### src/rtl/note_player.sv
// note_player -- single-voice square-wave note generator.
//
// Accepts a note (pitch code, octave shift, duration in ticks) over a
// valid/ready handshake. It then plays a square wave on `tone` for the
// requested number of duration ticks and returns to idle with a one-cycle
// `done` pulse.
//
// Build option:
//   NOTE_PLAYER_GAP_EN  when defined, a silent GAP of GAP_TICKS ticks
//                       follows every note before the block returns to
//                       idle. When undefined, PLAY goes straight to IDLE.
//
// Ports:
//   clk         single clock
//   rst         asynchronous active-high reset
//   note_valid  a note request is present
//   note_ready  high in IDLE; a note is taken when valid && ready at clk
//   note_code   0..6 = do,re,mi,fa,sol,la,si; 7 = rest
//   octave      upward octave shift (half-period >> octave)
//   duration    note length in ticks (0 is treated as 1)
//   tone        square-wave audio output
//   busy        high whenever not in IDLE
//   done        one-cycle pulse in the first IDLE cycle after a note
module note_player #(
  parameter int unsigned CLK_FREQ  = 100000000,
  parameter int unsigned TICK_HZ   = 1000,
  parameter int unsigned DUR_W     = 8,
  parameter int unsigned OCT_W     = 2,
  parameter int unsigned GAP_TICKS = 10
) (
  input  logic             clk,
  input  logic             rst,
  input  logic             note_valid,
  output logic             note_ready,
  input  logic [2:0]       note_code,
  input  logic [OCT_W-1:0] octave,
  input  logic [DUR_W-1:0] duration,
  output logic             tone,
  output logic             busy,
  output logic             done
);

  // Half period in clock cycles for a frequency given in tenths of a Hz.
  // The result is floor(CLK_FREQ / (2 * f)).
  function automatic longint unsigned half_period(input longint unsigned f10);
    return (longint'(CLK_FREQ) * 64'd10) / (64'd2 * f10);
  endfunction

  // Clock cycles per duration tick (guarded against a zero ratio).
  localparam int unsigned TPT_RAW = CLK_FREQ / TICK_HZ;
  localparam int unsigned TPT     = (TPT_RAW == 0) ? 1 : TPT_RAW;
  localparam int unsigned PRE_W   = (TPT > 1) ? $clog2(TPT) : 1;

  // Gap length; a zero request still needs one tick to leave the state.
  localparam int unsigned GAP_EFF = (GAP_TICKS == 0) ? 1 : GAP_TICKS;
  localparam int unsigned GAP_W   = $clog2(GAP_EFF + 1);
  localparam int unsigned TICK_W  = (DUR_W > GAP_W) ? DUR_W : GAP_W;

  // "do" is the lowest pitch, so it has the longest half period. That
  // value sets the width of the half-period counter.
  localparam longint unsigned HP_MAX = half_period(64'd2616);
  localparam int unsigned     HP_W   = $clog2(HP_MAX + 1);

  localparam logic [HP_W-1:0] HP_DO  = HP_W'(half_period(64'd2616));
  localparam logic [HP_W-1:0] HP_RE  = HP_W'(half_period(64'd2936));
  localparam logic [HP_W-1:0] HP_MI  = HP_W'(half_period(64'd3296));
  localparam logic [HP_W-1:0] HP_FA  = HP_W'(half_period(64'd3492));
  localparam logic [HP_W-1:0] HP_SOL = HP_W'(half_period(64'd3920));
  localparam logic [HP_W-1:0] HP_LA  = HP_W'(half_period(64'd4400));
  localparam logic [HP_W-1:0] HP_SI  = HP_W'(half_period(64'd4938));

  localparam logic [2:0] CODE_REST = 3'd7;

  typedef enum logic [1:0] {
    IDLE = 2'd0,
    PLAY = 2'd1
`ifdef NOTE_PLAYER_GAP_EN
    ,
    GAP  = 2'd2
`endif
  } state_t;

  state_t state;
  state_t next_state;

  logic              done_r;
  logic [PRE_W-1:0]  pre_cnt;
  logic [TICK_W-1:0] tick_cnt;
  logic [HP_W-1:0]   hp_cnt;
  logic              tone_r;

  // Note fields latched at acceptance.
  logic [2:0]        code_q;
  logic [OCT_W-1:0]  oct_q;
  logic [DUR_W-1:0]  dur_q;

  logic              accept;
  logic              pre_wrap;
  logic              seg_end;
  logic [TICK_W-1:0] end_ticks;
  logic [HP_W-1:0]   hp_base;
  logic [HP_W-1:0]   hp_shift;
  logic [HP_W-1:0]   hp_eff;

  assign accept   = note_valid && note_ready;
  assign pre_wrap = (pre_cnt == PRE_W'(TPT - 1));

  // Tick count that ends the current segment (the note itself, or the gap).
  always_comb begin
    end_ticks = TICK_W'(dur_q);
`ifdef NOTE_PLAYER_GAP_EN
    if (state == GAP) begin
      end_ticks = TICK_W'(GAP_EFF);
    end
`endif
  end

  // The last clock cycle of the final tick of the current segment.
  assign seg_end = pre_wrap && (tick_cnt == (end_ticks - TICK_W'(1)));

  // Effective half period. Large octave shifts that reduce it to zero are
  // clamped to 1, so the tone then toggles every cycle.
  always_comb begin
    hp_base = '0;
    case (code_q)
      3'd0:    hp_base = HP_DO;
      3'd1:    hp_base = HP_RE;
      3'd2:    hp_base = HP_MI;
      3'd3:    hp_base = HP_FA;
      3'd4:    hp_base = HP_SOL;
      3'd5:    hp_base = HP_LA;
      3'd6:    hp_base = HP_SI;
      default: hp_base = '0;
    endcase
    hp_shift = hp_base >> oct_q;
    hp_eff   = (hp_shift == '0) ? HP_W'(1) : hp_shift;
  end

  // State register. done_r marks the first IDLE cycle after a note. A
  // reset lands in IDLE with done_r clear, so an abandoned note is silent.
  always_ff @(posedge clk or posedge rst) begin
    if (rst) begin
      state  <= IDLE;
      done_r <= 1'b0;
    end else begin
      state  <= next_state;
      done_r <= (state != IDLE) && (next_state == IDLE);
    end
  end

  // Next-state logic.
  always_comb begin
    next_state = state;
    unique case (state)
      IDLE: begin
        if (accept) begin
          next_state = PLAY;
        end
      end
      PLAY: begin
        if (seg_end) begin
`ifdef NOTE_PLAYER_GAP_EN
          next_state = GAP;
`else
          next_state = IDLE;
`endif
        end
      end
`ifdef NOTE_PLAYER_GAP_EN
      GAP: begin
        if (seg_end) begin
          next_state = IDLE;
        end
      end
`endif
      default: next_state = IDLE;
    endcase
  end

  // Outputs. tone_r is gated so that it cannot leak into the first IDLE
  // cycle after a note that ended on a high half-cycle.
  always_comb begin
    note_ready = (state == IDLE);
    busy       = (state != IDLE);
    done       = done_r;
    tone       = (state == PLAY) && tone_r;
  end

  // Datapath: tick prescaler, tick counter, half-period counter, tone.
  // Every counter restarts at zero on acceptance, so note timing does not
  // depend on earlier history. The segment end also zeroes the tick
  // counters, which leaves them ready for GAP or for IDLE.
  always_ff @(posedge clk or posedge rst) begin
    if (rst) begin
      pre_cnt  <= '0;
      tick_cnt <= '0;
      hp_cnt   <= '0;
      tone_r   <= 1'b0;
      code_q   <= '0;
      oct_q    <= '0;
      dur_q    <= '0;
    end else if (accept) begin
      pre_cnt  <= '0;
      tick_cnt <= '0;
      hp_cnt   <= '0;
      tone_r   <= 1'b0;
      code_q   <= note_code;
      oct_q    <= octave;
      dur_q    <= (duration == '0) ? DUR_W'(1) : duration;
    end else if (state != IDLE) begin
      if (pre_wrap) begin
        pre_cnt  <= '0;
        tick_cnt <= seg_end ? '0 : (tick_cnt + TICK_W'(1));
      end else begin
        pre_cnt  <= pre_cnt + PRE_W'(1);
      end

      if ((state == PLAY) && (code_q != CODE_REST)) begin
        if (hp_cnt == (hp_eff - HP_W'(1))) begin
          hp_cnt <= '0;
          tone_r <= ~tone_r;
        end else begin
          hp_cnt <= hp_cnt + HP_W'(1);
        end
      end else begin
        hp_cnt <= '0;
        tone_r <= 1'b0;
      end
    end else begin
      hp_cnt <= '0;
      tone_r <= 1'b0;
    end
  end

endmodule
### config.mk
export PLATFORM = sky130hd
export DESIGN_NAME = note_player
export DESIGN_NICKNAME = d
export VERILOG_FILES = /design/src/rtl/note_player.sv
export SDC_FILE = /design/constraint.sdc
export NUM_CORES = 1
export LEC_CHECK = 0
export BUFFER_PORTS_ARGS = -buffer_cell sky130_fd_sc_hd__buf_2
export CAP_MARGIN = 30
export CORE_MARGIN = 2
export CORE_UTILIZATION = 52
export CTS_CLUSTER_SIZE = 8
export DETAILED_ROUTE_END_ITERATION = 16
export HOLD_SLACK_MARGIN = 0.12
export PLACE_DENSITY_LB_ADDON = 0.25
export SLEW_MARGIN = 20
export SYNTH_ARGS = -nofsm -noshare
export SYNTH_HDL_FRONTEND = slang
export SYNTH_SLANG_ARGS = --single-unit
### constraint.sdc
create_clock -name clk -period 3.1 [get_ports clk]
set_input_delay 0.31 -clock clk [delete_from_list [all_inputs] [get_ports clk]]
set_output_delay 0.31 -clock clk [all_outputs]
set_load 0.01 [all_outputs]
# Yosys cells after proc, flatten, opt, wreduce, memory -nomap -nowiden
# Cells that the tools add are included.
word_totals:
  reg_bits: 60
  in_bits: 16
  output_inout_bits: 4
  word_cells: 63
classes:
  add_sub_neg: 5
  eq_ne: 12
  n_shift: 1
  muxes: 21
  bitwise: 1
  n_reduce_logical: 14
op_table:
  columns: ["op", "count"]
  rows:
  - ["case mux 18 bit (7 select lines)", 1]
  - ["two-way mux 18 bit", 5]
  - ["two-way mux 17 bit", 3]
  - ["two-way mux 8 bit", 5]
  - ["adder 18 x 1 -> 18 bit (second input constant)", 1]
  - ["equality test 18 bit", 1]
  - ["logical NOT 18 bit", 1]
  - [">> shifter 18 x 2 -> 18 bit", 1]
  - ["subtractor 18 x 1 -> 18 bit (second input constant)", 1]
  - ["adder 17 x 1 -> 17 bit (second input constant)", 1]
  - ["equality test 17 bit (second input constant)", 1]
  - ["equality test 3 bit (second input constant)", 3]
  - ["adder 8 x 1 -> 8 bit (second input constant)", 1]
  - ["equality test 8 bit", 1]
  - ["logical NOT 8 bit", 1]
  - ["subtractor 8 x 1 -> 8 bit (second input constant)", 1]
  - ["equality test 3 x 2 -> 1 bit (second input constant)", 2]
  - ["nonzero test 2 bit", 3]
  - ["logical AND 1 bit", 5]
  - ["logical NOT 2 bit", 2]
  - ["two-way mux 1 bit", 4]
  - ["two-way mux 2 bit", 2]
  - ["inequality test 4 x 3 -> 1 bit (second input constant)", 1]
  - ["case mux 2 bit (2 select lines)", 1]
  - ["other kinds (6)", 6]

# Logic depth before layout (Yosys ltp)
# Gate-level depths: netlist (run 1).
logic_depth:
  depth_word: 11
  ltp_mapped: 15
  mapped_depth_nobuf: 12

# Least setup slack after synthesis (run 1)
# Ideal clock, no wire load.
synth_path:
  path_type: "reg-to-reg"
  start: "register code_q[0]"
  end: "register hp_cnt[10]"
  setup_ps: 136
  arrival_time_ps: 3046
  t_required_ps: 2964
  slack_ps: -82
  stages_incl_launch_ff: 15
  path_buffers: 2
  period_less_slack_ps: 3182
  cell_sequence: "dfrtp_1 -> buf_6 -> nor2b_1 -> a22o_1 -> a221o_1 -> ha_1 -> nand2b_1 -> a22oi_1 -> o221ai_1 -> xor2_1 -> nand4_1 -> or2_1 -> nor4_4 -> buf_6 -> nor3_1"
synth_via:
  elab_chain_len: 11
synth_lines:
  columns: ["item", "line", "source"]
  rows:
  - ["start, declared", "93", "logic [2:0] code_q;"]
  - ["start signal, assigned", "207", "code_q <= note_code;"]
  - ["equality test 3 bit, or another cell as far along", "125", "case (code_q)"]
  - ["case mux 18 bit (7 select lines)", "125", null]
  - [">> shifter 18 x 2 -> 18 bit", "135", "hp_shift = hp_base >> oct_q;"]
  - ["logical NOT 18 bit", "136", "hp_eff = (hp_shift == '0) ? HP_W'(1) : hp_shift;"]
  - ["two-way mux 18 bit", "136", null]
  - ["subtractor 18 x 1 -> 18 bit", "219", "if (hp_cnt == (hp_eff - HP_W'(1))) begin"]
  - ["equality test 18 bit", "219", null]
  - ["two-way mux 18 bit", "219", null]
  - ["two-way mux 18 bit *", "218", "if ((state == PLAY) && (code_q != CODE_REST)) begin"]
  - ["two-way mux 18 bit *", "210", "end else if (state != IDLE) begin"]
  - ["two-way mux 18 bit *", "202", "end else if (accept) begin"]
  - ["end signal, assigned", "223", "hp_cnt <= hp_cnt + HP_W'(1);"]
  - ["end, declared", "89", "logic [HP_W-1:0] hp_cnt;"]
# Every way passes the cells marked *; elsewhere a longest branch is shown, timed or not.
# A chain may end at the register's enable or synchronous reset.

# Worst setup path in the final report (run 1)
layout_path:
  start: "register code_q[0]"
  end: "register tone_r"
layout_via:
  elab_chain_len: 8
layout_lines:
  columns: ["item", "line", "source"]
  rows:
  - ["equality test 3 bit, or another cell as far along", "125", null]
  - ["case mux 18 bit (7 select lines)", "125", null]
  - [">> shifter 18 x 2 -> 18 bit", "135", null]
  - ["logical NOT 18 bit", "136", null]
  - ["two-way mux 18 bit", "136", null]
  - ["subtractor 18 x 1 -> 18 bit", "219", null]
  - ["equality test 18 bit", "219", null]
  - ["inequality test 4 x 3 -> 1 bit (no line)", null, null]
  - ["end signal, assigned", "221", "tone_r <= ~tone_r;"]
  - ["end, declared", "90", "logic tone_r;"]
# Several ways; a longest one is shown, not always the timed one.

==> impl_metrics.json, run 1 <==
{
  "hold_path.class": "in -> reg",
  "power_frac_seq_pct": 32.7,
  "tns_ps": -66.5,
  "routedWlPerCell_um": 16.2,
  "layout.cells.non_filler": 655,
  "core_um2": 8090,
  "synth_edf_count": 0,
  "vias": 3983,
  "finalPower_mw": 2.84,
  "die_x_um": 94.7,
  "synthArstFlopShare_pct": 100,
  "ys_seq_elements": 60,
  "synth_most_common_cell": "dfrtp_1",
  "synth_common_cells": "dfrtp_1 (60), o21ai_0 (47), nand2_1 (43), nor2_1 (43), nor3_1 (26)",
  "postSynthCellCount": 515,
  "failed_checks": "setup timing",
  "setup_violations": 1,
  "layout-drive-gt1-share_pct": 16.7,
  "power_density_nw_per_um2": 581,
  "path_max_fanout": 6,
  "p_leak_nw": 2.03,
  "start_util_pct": 52.9,
  "yosys_warnings": 0,
  "power_frac_comb_pct": 38.8,
  "post-route-util_pct": 60.4,
  "place_congestion": 0.937,
  "clkTransAtPathRegs_ps": 80,
  "worst_pin_slew_ps": 768,
  "port_buffers": 19,
  "overflow": 0,
  "ioPinCount": 20,
  "clock_latency_ps": 350,
  "fin_crit_sh_pct": 102,
  "netlist_area_um2": 4280,
  "area_delta_synth_final_pct": 14.3,
  "met1_usage_pct": 35.1,
  "p_sw_share_pct": 37.2,
  "grt_max_degree": 43,
  "ys_seq_area_share_pct": 35.1,
  "status": "finished, violations left",
  "min_period_ps": 3170,
  "place_inst": 637,
  "placementRows": 33,
  "hold_ws_ps": 160,
  "clockRootBuffer": "clkbuf_8",
  "slew_headroom_pct": 48.8,
  "htree_levels": 3,
  "postRouteAntennaNets": 0,
  "cts_setup_buffers": 0,
  "vias_per_cell": 6.08,
  "synth_top_cell_area_share_pct": 35.1,
  "intPower_mw": 1.78,
  "syn_nets": 536,
  "fmax_ghz": 0.316,
  "hold_viol_final": 0,
  "power_switching_mw": 1.06,
  "setup_slack_ps": -66.5,
  "synth_top_cell_by_area": "dfrtp_1",
  "worstPathRequired_ps": 3370,
  "grt_pass1_vias": 3822,
  "clkSinkCount": 60,
  "end_kind": "register",
  "grt_setup_unrepaired": "yes",
  "num_antenna_cells": 0,
  "die_area_um2": 8970,
  "wl_um": 10600,
  "cp_data_arrival_time_ps": 3440,
  "peakVddDrop_uv": 330,
  "die_h_um": 94.7,
  "synth_area_leaders": "dfrtp_1 (35%), o21ai_0 (5.5%), xor2_1 (4.7%)",
  "drt_first_pass_iters": 5,
  "grt_pass1_wl_um": 18300,
  "drtIter0Drc": 262,
  "maxCapViolations": 0,
  "place_area_um2": 4580,
  "cts_tree": "yes",
  "numCtsBuffers": 9,
  "start_kind": "register",
  "place_ws_ps": -79.1,
  "syn_area_per_cell_um2": 8.31,
  "place_hpwl_um": 7400,
  "grtUsageTotal_pct": 25.9,
  "route.detailed.drc": 0,
  "antenna_found_initial": 0,
  "busiest_layer": "met2",
  "ys.flop_type": "dfrtp_1",
  "grt_use_met3_pct": 5.59,
  "fin_area_um2": 4890,
  "path_class": "reg -> reg",
  "drv_slew": 0,
  "cts_buffer_depth": 2,
  "ys_types": 67,
  "finClkSkew_ps": 10.6,
  "nets": 566,
  "power_frac_clock_pct": 28.5,
  "met2_usage_pct": 41.0
}
cell usage in the layout (no fill, tap or decap), types with 5 or more instances in the layout:
cell / Yosys / routed
mux2_2: 7 / 7
a22o_1: 5 / 5
buf_2: 12 / 19
xor2_1: 23 / 23
nor2b_1: 10 / 10
nand2_1: 43 / 43
xnor2_1: 22 / 21
nand3_1: 22 / 22
nand2b_1: 16 / 16
buf_4: 2 / 28
nor3_1: 26 / 26
nor2_1: 43 / 43
and3_1: 16 / 16
nand4_1: 6 / 6
o221ai_1: 5 / 5
inv_1: 12 / 11
o21ai_0: 47 / 45
and2_1: 6 / 6
a21oi_1: 25 / 24
o31ai_1: 5 / 5
clkbuf_8: 0 / 9
dfrtp_1: 60 / 59
registers in the layout, indices dropped and copies added (netlist names):
name / cells
state: 2
pre_cnt: 17
code_q: 3
dur_q: 8
tick_cnt: 8
oct_q: 2
tone_r: 1
hp_cnt: 18
done: 1
layer usage:
metal | up-vias | wire length (um)
met1 | 1928 | 4650
met3 | 23 | 583
li1 | 1910 | -
met4 | 0 | 248
met2 | 122 | 5100
met5 | - | 0
critical path: stages (launching register included):
cell and delay, ps:
dfrtp_1 410, nor2b_1 150, a22o_1 230, a221o_1 330
ha_2 230, a32oi_1 210, nor2b_1 90, nor4_2 310
o2111ai_2 190, nor4_4 320, or4b_4 500, a21oi_2 120
cells by family after synthesis:
family,synth area share (%)
and+or+nand+nor,26.7
AOI/OAI and AO/OA,19.6
DFF,35.1
xor gates and xnor gates,9.74
buffers and inverters,5.00
muxes,2.31
adders and majority gates,1.46
other,0.0877
area by class of cell:
| class | count | area (um^2) |
|---|---|---|
| fill | 731 | 3200 |
| multi-input combinational | 410 | 2620 |
| sequential | 60 | 1500 |
| timing repair buffer | 51 | 358 |
| tap | 105 | 131 |
| clock buffer | 9 | 124 |
| clock inverter | 7 | 100 |
| inverter | 13 | 48.8 |
worst paths after layout:
check	from	cells after the start	end	slack, ps
setup / recovery	code_q[0]	11	tone_r	-70
hold / removal	octave[1]	3	oct_q[1]	160
setup reg to reg	code_q[0]	11	tone_r	-70
hold reg to reg	state[1]	1	done	490
max in group asynchronous	rst	4	code_q[2]	1710
min in group asynchronous	rst	3	pre_cnt[16]	490
power by group through the flow:
stage	registers (mW)	logic (mW)	clock network, mW
2_1_floorplan	0.914	0.783	0
3_5_place_dp	0.942	1.03	0
3_3_place_gp	0.937	1.01	0
6_report	0.928	1.10	0.808
5_1_grt	0.942	1.21	0.866
4_1_cts	0.927	1.04	0.828
what timing repair did:
action,CTS,global route
resized for setup,3,13
hold buffers,1,0
pin swaps,1,9
endpoints found under the setup margin,1,19
endpoints found under the hold margin,18,0
Power figures use the tool's default switching activity.
==> inputs of run 2 (changes only) <==
--- a/config.mk
+++ b/config.mk
@@ -7,12 +7,12 @@
 export LEC_CHECK = 0
 export BUFFER_PORTS_ARGS = -buffer_cell sky130_fd_sc_hd__buf_2
 export CAP_MARGIN = 30
-export CORE_MARGIN = 2
 export CORE_UTILIZATION = 52
 export CTS_CLUSTER_SIZE = 8
 export DETAILED_ROUTE_END_ITERATION = 16
 export HOLD_SLACK_MARGIN = 0.12
 export PLACE_DENSITY_LB_ADDON = 0.25
+export SETUP_SLACK_MARGIN = 0.4
 export SLEW_MARGIN = 20
 export SYNTH_ARGS = -nofsm -noshare
 export SYNTH_HDL_FRONTEND = slang
==> impl_metrics.json, run 2 (synthesis gave the netlist of run 1 again) <==
{
  "place_hpwl_um": 7430,
  "largest_reg_flops": 18,
  "routedWlPerCell_um": 15.8,
  "path_class": "reg -> reg",
  "route.detailed.drc": 0,
  "p_sw_share_pct": 38.2,
  "worstPathRequired_ps": 3360,
  "power_frac_seq_pct": 35.5,
  "start_util_pct": 54.5,
  "status": "completed",
  "maxCapViolations": 0,
  "fin_crit_sh_pct": 93.9,
  "nets": 574,
  "post-route-util_pct": 62.5,
  "tns_ps": 0,
  "htree_levels": 3,
  "postRouteAntennaNets": 0,
  "power_switching_mw": 1.02,
  "clkSinkCount": 60,
  "hold_ws_ps": 185,
  "start_kind": "register",
  "overflow": 0,
  "hold_path.class": "in -> reg",
  "intPower_mw": 1.64,
  "finClkSkew_ps": 14.6,
  "grt_pass1_vias": 3716,
  "crit_chain": "and2_4, a22o_1, a221o_1, ha_4, a32oi_1, nor2b_1, nor4_1, o2111ai_1, nor4_1, or4b_1, a21oi_1",
  "min_period_ps": 2910,
  "numCtsBuffers": 9,
  "ioPinCount": 20,
  "power_density_nw_per_um2": 542,
  "clockRootBuffer": "clkbuf_8",
  "cts_tree": "yes",
  "cts_buffer_depth": 2,
  "crit_buf_inv": 0,
  "end_kind": "register",
  "drtIter0Drc": 179,
  "power_frac_clock_pct": 22.5,
  "placementRows": 32,
  "reg.largest.list": "hp_cnt: 18 flops, pre_cnt: 17 flops",
  "mostFrequentLayoutCells": "dfrtp_1 (58), o21ai_0 (45), nor2_1 (43), nand2_1 (43), buf_4 (36)",
  "port_buffers": 19,
  "die_area_um2": 8590,
  "die_h_um": 92.7,
  "hold_viol_final": 0,
  "place_congestion": 0.913,
  "core_um2": 7850,
  "fmax_ghz": 0.343,
  "slew_headroom_pct": 50.1,
  "grt_pass1_wl_um": 17700,
  "peakVddDrop_uv": 335,
  "antenna_found_initial": 0,
  "clkTransAtPathRegs_ps": 70,
  "cp_data_arrival_time_ps": 3170,
  "area_delta_synth_final_pct": 14.7,
  "setup_violations": 0,
  "place_area_um2": 4600,
  "vias": 3930,
  "power_frac_comb_pct": 42.1,
  "path_delay_family": "simple AND/OR/NAND/NOR gates",
  "grtUsageTotal_pct": 26.2,
  "clock_latency_ps": 340,
  "critPathSlowestCell": "dfrtp_2",
  "path_common_cell": "nor4_1",
  "p_leak_nw": 2.05,
  "fin_area_um2": 4910,
  "setup_slack_ps": 189,
  "cpPeakStageDelay_ps": 460,
  "top_register": "hp_cnt",
  "place_ws_ps": -0.827,
  "drv_slew": 0,
  "worst_pin_slew_ps": 749,
  "die_x_um": 92.7,
  "layout-drive-gt1-share_pct": 18.8,
  "vias_per_cell": 5.95,
  "path_max_fanout": 7,
  "drt_first_pass_iters": 5,
  "nFillCells": 697,
  "num_antenna_cells": 0,
  "layout_commonest_cell": "dfrtp_1",
  "grt_setup_unrepaired": "yes",
  "grt_max_degree": 32,
  "wl_um": 10400
}
==> run 2: cell count changes in the layout (fill, tap and decap cells not counted), moves of 2 or more <==
cell / before / now
clkinv_2: 1 / 4
nor3_1: 26 / 23
clkinv_4: 3 / 1
nor4_1: 4 / 6
buf_4: 28 / 36
clkbuf_1: 0 / 2
nor2b_1: 10 / 8
nor3_2: 0 / 3
bufinv_16: 2 / 0
==> run 2: stage by stage <==
step / power [mW] / cells
after floorplan: 1.72 / 515
after global placement: 1.95 / 636
after detailed placement: 1.98 / 636
after CTS: 2.64 / 656
after global routing: 2.83 / 660
final: 2.66 / 660
==> run 2: final cells by class <==
class | count | area, um^2 | area share, %
clock inverters | 5 | 28.8 | 0.586
inverters | 13 | 52.6 | 1.07
repair buffers | 59 | 409 | 8.34
multi-input cells | 410 | 2650 | 54.1
flip-flops and latches | 60 | 1500 | 30.6
well taps | 102 | 128 | 2.60
clock buffers | 11 | 131 | 2.68
==> run 2: power by group through the flow <==
stage,sequential [mW],combinational [mW],clock [mW]
after global routing,0.956,1.23,0.651
after floorplan,0.915,0.801,0
after global placement,0.947,1.01,0
after CTS,0.938,1.09,0.610
after detailed placement,0.952,1.02,0
final,0.943,1.12,0.597
==> run 2: layer usage <==
layer | vias up | wire (um) | global-route usage (%)
met5 | - | 0 | 0
met4 | 0 | 269 | 9.49
met3 | 24 | 456 | 6.16
met2 | 114 | 5010 | 41.7
met1 | 1865 | 4700 | 34.9
li1 | 1927 | - | -
==> run 2: tightest hold or removal path: stages <==
cell     delay (ps)
buf_2            80
nand2_1          40
o21ai_0          60
==> run 2: final timing paths <==
check | from | end | slack, ps | cells after the start
setup / recovery | code_q[1] | tone_r | 190 | 11
max in group asynchronous | rst | pre_cnt[9] | 2010 | 4
hold / removal | octave[1] | oct_q[1] | 180 | 3
hold reg to reg | pre_cnt[16] | pre_cnt[16] | 490 | 1
setup reg to reg | code_q[1] | tone_r | 190 | 11
min in group asynchronous | rst | tick_cnt[7] | 430 | 3
==> run 2: timing repair <==
action,CTS,global route
hold buffers,1,0
gates resized for setup,15,6
hold endpoints to repair,9,0
setup buffers,3,3
pin swaps,7,2
setup endpoints to repair,20,25
==> inputs of run 3 (changes only) <==
--- a/config.mk
+++ b/config.mk
@@ -7,6 +7,7 @@
 export LEC_CHECK = 0
 export BUFFER_PORTS_ARGS = -buffer_cell sky130_fd_sc_hd__buf_2
 export CAP_MARGIN = 30
+export CORE_ASPECT_RATIO = 0.6
 export CORE_UTILIZATION = 52
 export CTS_CLUSTER_SIZE = 8
 export DETAILED_ROUTE_END_ITERATION = 16
==> impl_metrics.json, run 3 (synthesis gave the netlist of run 1 again) <==
{
  "fmax_ghz": 0.318,
  "start_kind": "register",
  "grtUsageTotal_pct": 27.9,
  "multiInputGateArea_um2": 2720,
  "peakVddDrop_uv": 398,
  "path_max_fanout": 5,
  "drtIter0Drc": 441,
  "hold_ws_ps": 197,
  "num_antenna_cells": 0,
  "vias": 4121,
  "post-route-util_pct": 66.5,
  "mostFrequentLayoutCells": "dfrtp_1 (56), o21ai_0 (45), nand2_1 (43)",
  "grt_pass1_vias": 3704,
  "top_register": "hp_cnt",
  "routedWlPerCell_um": 17.7,
  "grt_pass1_wl_um": 18700,
  "start_util_pct": 54.1,
  "setup_slack_ps": -45.2,
  "core_um2": 7910,
  "layout_commonest_cell": "dfrtp_1",
  "htree_levels": 3,
  "nets": 582,
  "maxCapViolations": 0,
  "reg.largest.list": "hp_cnt: 18 flops, pre_cnt: 17 flops",
  "hold_viol_final": 0,
  "worst_pin_slew_ps": 784,
  "overflow": 0,
  "place_congestion": 0.952,
  "grt_setup_unrepaired": "yes",
  "ioPinCount": 20,
  "port_buffers": 19,
  "nFillCells": 631,
  "fin_area_um2": 5260,
  "grt_max_degree": 41,
  "power_density_nw_per_um2": 618,
  "drv_slew": 0,
  "die_x_um": 119,
  "finalPower_mw": 3.25,
  "wl_um": 11900,
  "path_class": "reg -> reg",
  "seq_area_um2": 1510,
  "place_hpwl_um": 8140,
  "p_leak_nw": 2.18,
  "area_delta_synth_final_pct": 23.0,
  "cts_tree": "yes",
  "status": "finished, violations left",
  "failed_checks": "setup timing",
  "cp_data_arrival_time_ps": 3310,
  "finClkSkew_ps": 5.22,
  "min_period_ps": 3150,
  "route.detailed.drc": 0,
  "vias_per_cell": 6.11,
  "tns_ps": -398,
  "largest_reg_flops": 18,
  "reg2reg_depth": 13,
  "die_h_um": 72.3,
  "fin_crit_sh_pct": 101,
  "postRouteAntennaNets": 0,
  "antenna_found_initial": 0,
  "end_kind": "register",
  "worstHoldPathCells": 3,
  "clock_latency_ps": 320,
  "cts_buffer_depth": 2,
  "clkSinkCount": 60,
  "slew_headroom_pct": 47.7,
  "place_area_um2": 4610,
  "hold_path.class": "in -> reg",
  "setup_violations": 14,
  "placementRows": 25,
  "clkTransAtPathRegs_ps": 60,
  "worstPathRequired_ps": 3260,
  "clockRootBuffer": "clkbuf_16",
  "numCtsBuffers": 9,
  "layout-drive-gt1-share_pct": 22.8,
  "die_area_um2": 8610,
  "drt_first_pass_iters": 6
}
-- run 3: changes by cell type in the layout (fill, tap and decap cells not counted), sizes merged --
cell           delta
clkdlybuf4s15     +1
clkbuf            +1
bufinv            +2
buf               +5
clkinvlp          +2
clkinv            -3
-- run 3: path summary, 6_finish.rpt --
path,start,slack (ps),to
hold reg to reg,state[1],470,done
max in group asynchronous,rst,1650,code_q[2]
hold / removal,octave[0],200,oct_q[0]
min in group asynchronous,rst,540,hp_cnt[15]
setup reg to reg,code_q[0],-50,hp_cnt[0]
setup / recovery,code_q[0],-50,hp_cnt[0]
-- run 3: worst max-delay path: stages (launching register included) --
cell and delay [ps]:
dfrtp_1 440, buf_6 130, inv_1 50, a22o_1 200, a221o_1 390, ha_4 270, xnor2_2 140, nor4_2 230
nand4_1 210, or2_4 290, nor4_4 260, buf_6 180, clkbuf_16 150, nor3_1 50
-- run 3: repair_timing --
action,in CTS,in global routing
pin swaps,9,10
endpoints found under the setup margin,20,20
setup buffers,4,7
hold endpoints to repair,20,0
hold buffers,1,0
gates resized for setup,8,32
cloned,0,4
-- run 3: per-layer routing --
metal / routed length (um) / vias to the layer above / GRT usage, % / part of all wire [%]
li1: - / 1950 / - / -
met1: 5650 / 1975 / 40.5 / 47
met2: 5140 / 183 / 41.2 / 43
met3: 1040 / 13 / 8.10 / 8.7
met4: 79 / 0 / 6.33 / 0.66
met5: 0 / - / 0 / 0
-- run 3: stage by stage --
stage | std cells | worst slack (ps)
finish | 674 | -45.2
global route | 674 | -115
CTS | 662 | 79.2
detailed placement | 641 | -27.8
global placement | 641 | 36.0
floorplan | 515 | 99.8
-- run 3: area by class of cell --
type                    count  share of cell area [%]
repair buffers             67                    10.2
multi-input cells         410                    51.6
inverters                  13                   0.999
clock inverters             6                    1.69
well taps                 108                    2.57
clock buffers              10                    4.35
flip-flops and latches     60                    28.6
-- run 3: power by group --
group          leakage [nW]  switching, mW  internal, mW  total, mW
sequential            0.796         0.0992         0.853      0.952
combinational          1.24          0.697         0.551       1.25
clock                 0.149          0.351         0.703       1.05
total                  2.18           1.15          2.11       3.25
